### src/rtl/alu_pkg.sv
// alu_pkg: shared opcodes, FSM state encodings and psr bit indices for the ALU sequencer and its ALU
package alu_pkg;
  localparam logic [7:0] OP_AND  = 8'h01;
  localparam logic [7:0] OP_OR   = 8'h02;
  localparam logic [7:0] OP_XOR  = 8'h03;
  localparam logic [7:0] OP_ADD  = 8'h05;
  localparam logic [7:0] OP_CMP  = 8'h0B;
  localparam logic [7:0] OP_LSH  = 8'h84;
  localparam logic [7:0] OP_ASHU = 8'h86;
  localparam logic [1:0] ST_IDLE = 2'd0;
  localparam logic [1:0] ST_READ = 2'd1;
  localparam logic [1:0] ST_EXEC = 2'd2;
  localparam logic [1:0] ST_WB   = 2'd3;
  // psr layout: carry from ADD in bit 0, compare results in bits 4:1
  localparam int PSR_C = 0;
  localparam int PSR_L = 1;
  localparam int PSR_F = 2;
  localparam int PSR_Z = 3;
  localparam int PSR_N = 4;
  function automatic logic op_legal(input logic [7:0] op);
    return op inside {OP_AND, OP_OR, OP_XOR, OP_ADD, OP_CMP, OP_LSH, OP_ASHU};
  endfunction
endpackage

### src/rtl/alu_regfile.sv
// alu_regfile: NREGS x DATA_W register file
// Ports: clk, rst_n (async, clears all entries), we/waddr/wdata sync write,
//        raddr_a/rdata_a and raddr_b/rdata_b async operand reads, dbg_addr/dbg_data async debug read.
module alu_regfile
  import alu_pkg::*;
#(
  parameter int DATA_W = 16,
  parameter int NREGS  = 16,
  localparam int AW    = $clog2(NREGS)
) (
  input  logic              clk,
  input  logic              rst_n,
  input  logic              we,
  input  logic [AW-1:0]     waddr,
  input  logic [DATA_W-1:0] wdata,
  input  logic [AW-1:0]     raddr_a,
  output logic [DATA_W-1:0] rdata_a,
  input  logic [AW-1:0]     raddr_b,
  output logic [DATA_W-1:0] rdata_b,
  input  logic [AW-1:0]     dbg_addr,
  output logic [DATA_W-1:0] dbg_data
);
  logic [DATA_W-1:0] mem [NREGS];
  always_ff @(posedge clk or negedge rst_n)
    if (!rst_n)
      for (int i = 0; i < NREGS; i++) mem[i] <= '0;
    else if (we)
      mem[waddr] <= wdata;
  assign rdata_a  = mem[raddr_a];
  assign rdata_b  = mem[raddr_b];
  assign dbg_data = mem[dbg_addr];
endmodule

### src/rtl/alu_seq_ctrl.sv
// alu_seq_ctrl: four-state IDLE/READ/EXEC/WB sequencer feeding an external combinational ALU
// Ports: clk, rst_n (async active-low); req_valid/req_ready/req_op/req_rdest/req_rsrc request;
//        alu_op/alu_a/alu_b to the ALU, alu_result/alu_flags back; psr flags, busy,
//        done (WB pulse), err (illegal-opcode pulse in READ); dbg_addr/dbg_data register peek.
// Option: ALU_SEQ_IMM_EN adds req_imm/req_use_imm so alu_b can take an immediate.
module alu_seq_ctrl
  import alu_pkg::*;
#(
  parameter int DATA_W = 16,
  parameter int NREGS  = 16,
  localparam int AW    = $clog2(NREGS)
) (
  input  logic              clk,
  input  logic              rst_n,
  input  logic              req_valid,
  output logic              req_ready,
  input  logic [7:0]        req_op,
  input  logic [AW-1:0]     req_rdest,
  input  logic [AW-1:0]     req_rsrc,
`ifdef ALU_SEQ_IMM_EN
  input  logic [DATA_W-1:0] req_imm,
  input  logic              req_use_imm,
`endif
  output logic [7:0]        alu_op,
  output logic [DATA_W-1:0] alu_a,
  output logic [DATA_W-1:0] alu_b,
  input  logic [DATA_W-1:0] alu_result,
  input  logic [4:0]        alu_flags,
  output logic [4:0]        psr,
  output logic              busy,
  output logic              done,
  output logic              err,
  input  logic [AW-1:0]     dbg_addr,
  output logic [DATA_W-1:0] dbg_data
);
  logic [1:0]        state;
  logic [7:0]        op_q;
  logic [AW-1:0]     rdest_q, rsrc_q;
  logic [DATA_W-1:0] res_q, rf_a, rf_b, opb;
  logic [4:0]        flg_q;
  logic              legal, active, we;
  assign legal     = op_legal(op_q);
  assign active    = state != ST_IDLE;
  assign req_ready = !active;
  assign busy      = active;
  assign done      = state == ST_WB;
  assign err       = state == ST_READ && !legal;
  assign we        = done && op_q != OP_CMP;
`ifdef ALU_SEQ_IMM_EN
  logic [DATA_W-1:0] imm_q;
  logic              use_imm_q;
  always_ff @(posedge clk or negedge rst_n)
    if (!rst_n) begin
      imm_q     <= '0;
      use_imm_q <= 1'b0;
    end else if (req_valid && req_ready) begin
      imm_q     <= req_imm;
      use_imm_q <= req_use_imm;
    end
  assign opb = use_imm_q ? imm_q : rf_b;
`else
  assign opb = rf_b;
`endif
  // operands come straight from the RF, which cannot change before WB, so they stay stable through EXEC
  assign alu_op = active ? op_q : '0;
  assign alu_a  = active ? rf_a : '0;
  assign alu_b  = active ? opb : '0;
  always_ff @(posedge clk or negedge rst_n)
    if (!rst_n) begin
      state   <= ST_IDLE;
      op_q    <= '0;
      rdest_q <= '0;
      rsrc_q  <= '0;
      res_q   <= '0;
      flg_q   <= '0;
      psr     <= '0;
    end else begin
      state <= state == ST_IDLE ? (req_valid ? ST_READ : ST_IDLE) :
               state == ST_READ ? (legal ? ST_EXEC : ST_IDLE) :
               state == ST_EXEC ? ST_WB : ST_IDLE;
      if (req_valid && req_ready) begin
        op_q    <= req_op;
        rdest_q <= req_rdest;
        rsrc_q  <= req_rsrc;
      end
      if (state == ST_EXEC) begin
        res_q <= alu_result;
        flg_q <= alu_flags;
      end
      if (done && op_q == OP_ADD) psr[PSR_C] <= flg_q[PSR_C];
      if (done && op_q == OP_CMP) psr[PSR_N:PSR_L] <= flg_q[PSR_N:PSR_L];
    end
  alu_regfile #(.DATA_W(DATA_W), .NREGS(NREGS)) u_rf (
    .clk      (clk),
    .rst_n    (rst_n),
    .we       (we),
    .waddr    (rdest_q),
    .wdata    (res_q),
    .raddr_a  (rdest_q),
    .rdata_a  (rf_a),
    .raddr_b  (rsrc_q),
    .rdata_b  (rf_b),
    .dbg_addr (dbg_addr),
    .dbg_data (dbg_data)
  );
endmodule

### config.mk
export PLATFORM = sky130hd
export DESIGN_NAME = alu_seq_ctrl
export DESIGN_NICKNAME = d
export VERILOG_FILES = /design/src/rtl/alu_pkg.sv /design/src/rtl/alu_regfile.sv /design/src/rtl/alu_seq_ctrl.sv
export SDC_FILE = /design/constraint.sdc
export NUM_CORES = 1
export LEC_CHECK = 0
export CAP_MARGIN = 5
export CORE_MARGIN = 3
export CORE_UTILIZATION = 40
export CTS_CLUSTER_SIZE = 25
export DETAILED_ROUTE_END_ITERATION = 8
export SYNTH_ARGS = -nofsm -noshare
export SYNTH_HDL_FRONTEND = slang
export SYNTH_SLANG_ARGS = --single-unit
### constraint.sdc
create_clock -name clk -period 3.26 [get_ports clk]
set_clock_uncertainty 0.05 [all_clocks]
set_input_delay 0.652 -clock clk [delete_from_list [all_inputs] [get_ports clk]]
set_output_delay 0.652 -clock clk [all_outputs]
set_load 0.01 [all_outputs]
==> summary.md <==
| Metric | Value |
|---|---|
| Worst r2r dst | `u_rf.mem[183]$_DFFE_PN0P_` |
| Hpwl dp | `32700 um` |
| Fraction of layout cells with a size suffix above 1 | `about 58%` |
| Cts hold-fix bufs | `0` |
| DRT Wirelength | `52800 um` |
| Outcome | `completed` |
| Overflow after GRT | `0` |
| Post-Place Cells | `1775` |
| First-pass GRT wire length | `~80000 um` |
| Most frequent cell on the critical path | `buf_12` |
| Count leader, synth | `dfrtp_1` |
| Area leader, netlist | `dfrtp_1` |
| Num CTS Buffers | `37` |
| Setup Viol. Count Final | `0` |
| Async set-reset flop share out of synthesis | `100%` |
| Synth top area cells | `dfrtp_1 43%, mux4_2 25%, mux2_2 18%` |
| Initial antenna violation count | `0` |
| Drt via density | `6.18` |
| PortBufs | `about 110` |
| FF+latch count, synth | `300` |
| I/O pin cnt | `109` |
| Min Tclk post-route | `3.24 ns` |
| Die width | `216 um` |
| Die area | `46500 sq um` |
| Max cap viols | `0` |
| RSZ-0062 raised after global routing | `yes` |
| Area of the core | `43300 sq um` |
| Total GRT Usage | `22.9%` |
| Pwr Density | `696 nW/um^2` |
| Worst Setup SP | `rsrc_q[0]$_DFFE_PN0P_` |
| Clock tree from TritonCTS | `done` |
| Post-Syn Nets | `between 1000 and 1500` |
| Placed inst area | `19900 sq um` |
| Antenna violation net count after detailed routing | `0` |
| Critical path class | `flop to primary output` |
| Wirelength per Cell | `28.0 um` |
| Clk_lat worst skew | `0.55 ns` |
| Hold WS | `approximately 0.016 ns` |
| Cell area after layout | `21800 sq um` |
| Worst r2r path cells | `7` |
| Slew headroom | `49.2%` |
| Mapped Cells | `1111` |
| Gp weighted congestion | `0.831` |
| Die extent in y | `~220 um` |
| FF-to-FF setup slack | `0.46 ns` |
| CP Capture Point | `alu_b[15]` |
| Mapped Area | `roughly 18000 sq um` |
| Slew Limit Fails | `0` |
| Fmax | `309 MHz` |
| Final worst-path cycle share | `approximately 99%` |
| N_diodes | `0` |
| Final Core Density | `50.4%` |
| Reg2reg start | `rdest_q[1]$_DFFE_PN0P_` |
| FP Rows | `76` |
| Worst path max stage delay | `~0.50 ns` |
| Post-synth EDFFs | `0` |
| Vias in the first global route | `between 10000 and 15000` |
| Sequential cell area fraction in the yosys report | `42.7%` |
| Largest net degree at the start of global routing | `71` |
| Drt pass-1 iters | `5` |
| Critical Path Start Type | `flop` |
| # fillers | `between 3000 and 4000` |
| Final Hold Fails | `0` |
| CP Cell Sequence | `buf_12 > buf_12 > buf_12 > mux4_2 > mux2_2 > a22o_1 > buf_2` |
| Main flop type after synthesis | `dfrtp_1` |
| P&R area growth vs syn | `24.0%` |
| Crit Path Max Fanout | `8` |
| Non-filler cells, final | `between 1500 and 2000` |
| Clk sinks | `300` |
| Detailed-route via count | `11700` |
| Root buf cell | `clkbuf_16` |
| Synth unique cells | `44` |
| Warnings from Yosys | `0` |
| Initial Util | `40.6%` |
| Depth of the CTS H-tree | `2` |
| Tightest Pin Transition | `0.762 ns` |
| Slowest CP cell | `dfrtp_4` |
| Syn avg cell area | `approximately 16 sq um` |
| Overall power | `15.2 mW` |
| Reg clk slew, reported paths | `0.06 ns` |
| Hold Crit Class | `input pin to asynchronous set/reset pin` |
| Leak | `9.61 nW` |
| CTS Buffer Depth | `3` |
| DRC Markers | `0` |
| Required time worst endpoint | `between 2 and 3 ns` |
| DRT iter0 DRCs | `874` |
| Nets | `1318` |
| Top cell type's share of synthesized area | `42.7%` |
| CP Capture Type | `primary output` |
| Worst VDD drop | `about 0.50 mV` |
| Crit path DAT | `2.54 ns` |
| Commonest cells in the netlist | `300 x dfrtp_1, 279 x mux2_2, 197 x mux4_2, 59 x mux2i_1, 51 x clkbuf_1` |
-- sequential cells by signal, summed over array words and instances, names as in the netlist --
name and cells:
u_rf.mem 256, flg_q 5, rdest_q 4, psr 5, op_q 8, state 2, rsrc_q 4, res_q 16
-- critical path, delay by kind of cell, from the launching register on --
kind / cells / cell delay [ns]
compound gates: 1 / 0.24
buf+inv: 4 / 0.55
flops: 1 / 0.50
mux: 2 / 0.70
-- how the worst min path moves through the flow --
stage                          from                    to  slack (ns)  depth (start not counted)
2_1_floorplan                 rst_n  flg_q[0]$_DFFE_PN0N_        0.31                          0
3_3_place_gp   flg_q[1]$_DFFE_PN0N_    psr[1]$_DFFE_PN0P_        0.43                          1
3_5_place_dp   flg_q[4]$_DFFE_PN0N_    psr[4]$_DFFE_PN0P_        0.45                          1
4_1_cts                       rst_n  flg_q[0]$_DFFE_PN0N_        0.03                          1
5_1_grt                       rst_n  flg_q[1]$_DFFE_PN0N_        0.05                          1
6_report                      rst_n  flg_q[1]$_DFFE_PN0N_        0.02                          1
-- logic make-up after synthesis --
family | Yosys count | share of synthesized area [%]
multiplexers | 556 | 48.2
flip-flops | 300 | 42.7
buffers and inverters | 112 | 3.27
AND/OR/NAND/NOR | 79 | 3.03
AO/OA/AOI/OAI | 64 | 2.74
-- cell usage in the layout (no fill, tap or decap), types with 13 or more instances in the layout --
master,instances
buf_4,74
o22ai_1,15
clkdlybuf4s50_1,58
dfrtp_1,295
mux2_4,20
buf_12,42
clkbuf_16,39
dlygate4sd2_1,24
mux2i_1,55
nand2_1,14
a22oi_1,15
nor2b_1,13
mux4_2,197
mux2_2,279
-- final cells by class --
| type | count | area [sq um] | share of cell area, % |
|---|---|---|---|
| Multi-Input combinational cell | 699 | 9680 | 44.4 |
| Sequential cell | 300 | 7520 | 34.5 |
| Timing Repair Buffer | 234 | 2590 | 11.9 |
| Clock buffer | 57 | 1100 | 5.06 |
| Tap cell | 585 | 732 | 3.36 |
| Clock inverter | 11 | 145 | 0.666 |
| Inverter | 2 | 7.51 | 0.0345 |
-- through the flow --
stage | worst slack, ns | setup TNS, ns
final | 0.0186 | 0
after global routing | -0.0219 | -0.0219
after CTS | -0.0271 | -0.0340
after detailed placement | -0.0692 | -0.739
after global placement | -0.0600 | -0.569
after floorplan | 0.371 | 0
-- layer usage --
layer | global-route usage [%] | up-vias | part of all wire (%)
li1 | - | 4778 | -
met1 | 31.8 | 6262 | 42
met4 | 8.53 | 0 | 3.6
met2 | 35.8 | 525 | 46
met5 | 0 | - | 0
met3 | 4.77 | 109 | 7.5
-- where the power goes --
group | internal (mW) | switching, mW
clock network | 2.58 | 1.67
registers | 4.20 | 0.911
logic | 3.05 | 2.74
total | 9.84 | 5.32
-- repair_timing --
action | in CTS | in global routing
pin swaps | 11 | 7
gates cloned | 5 | 0
endpoints found under the setup margin | 48 | 24
gates resized for setup | 105 | 31
buffers inserted | 38 | 4
Note: power is estimated with default switching activity, not from simulation.
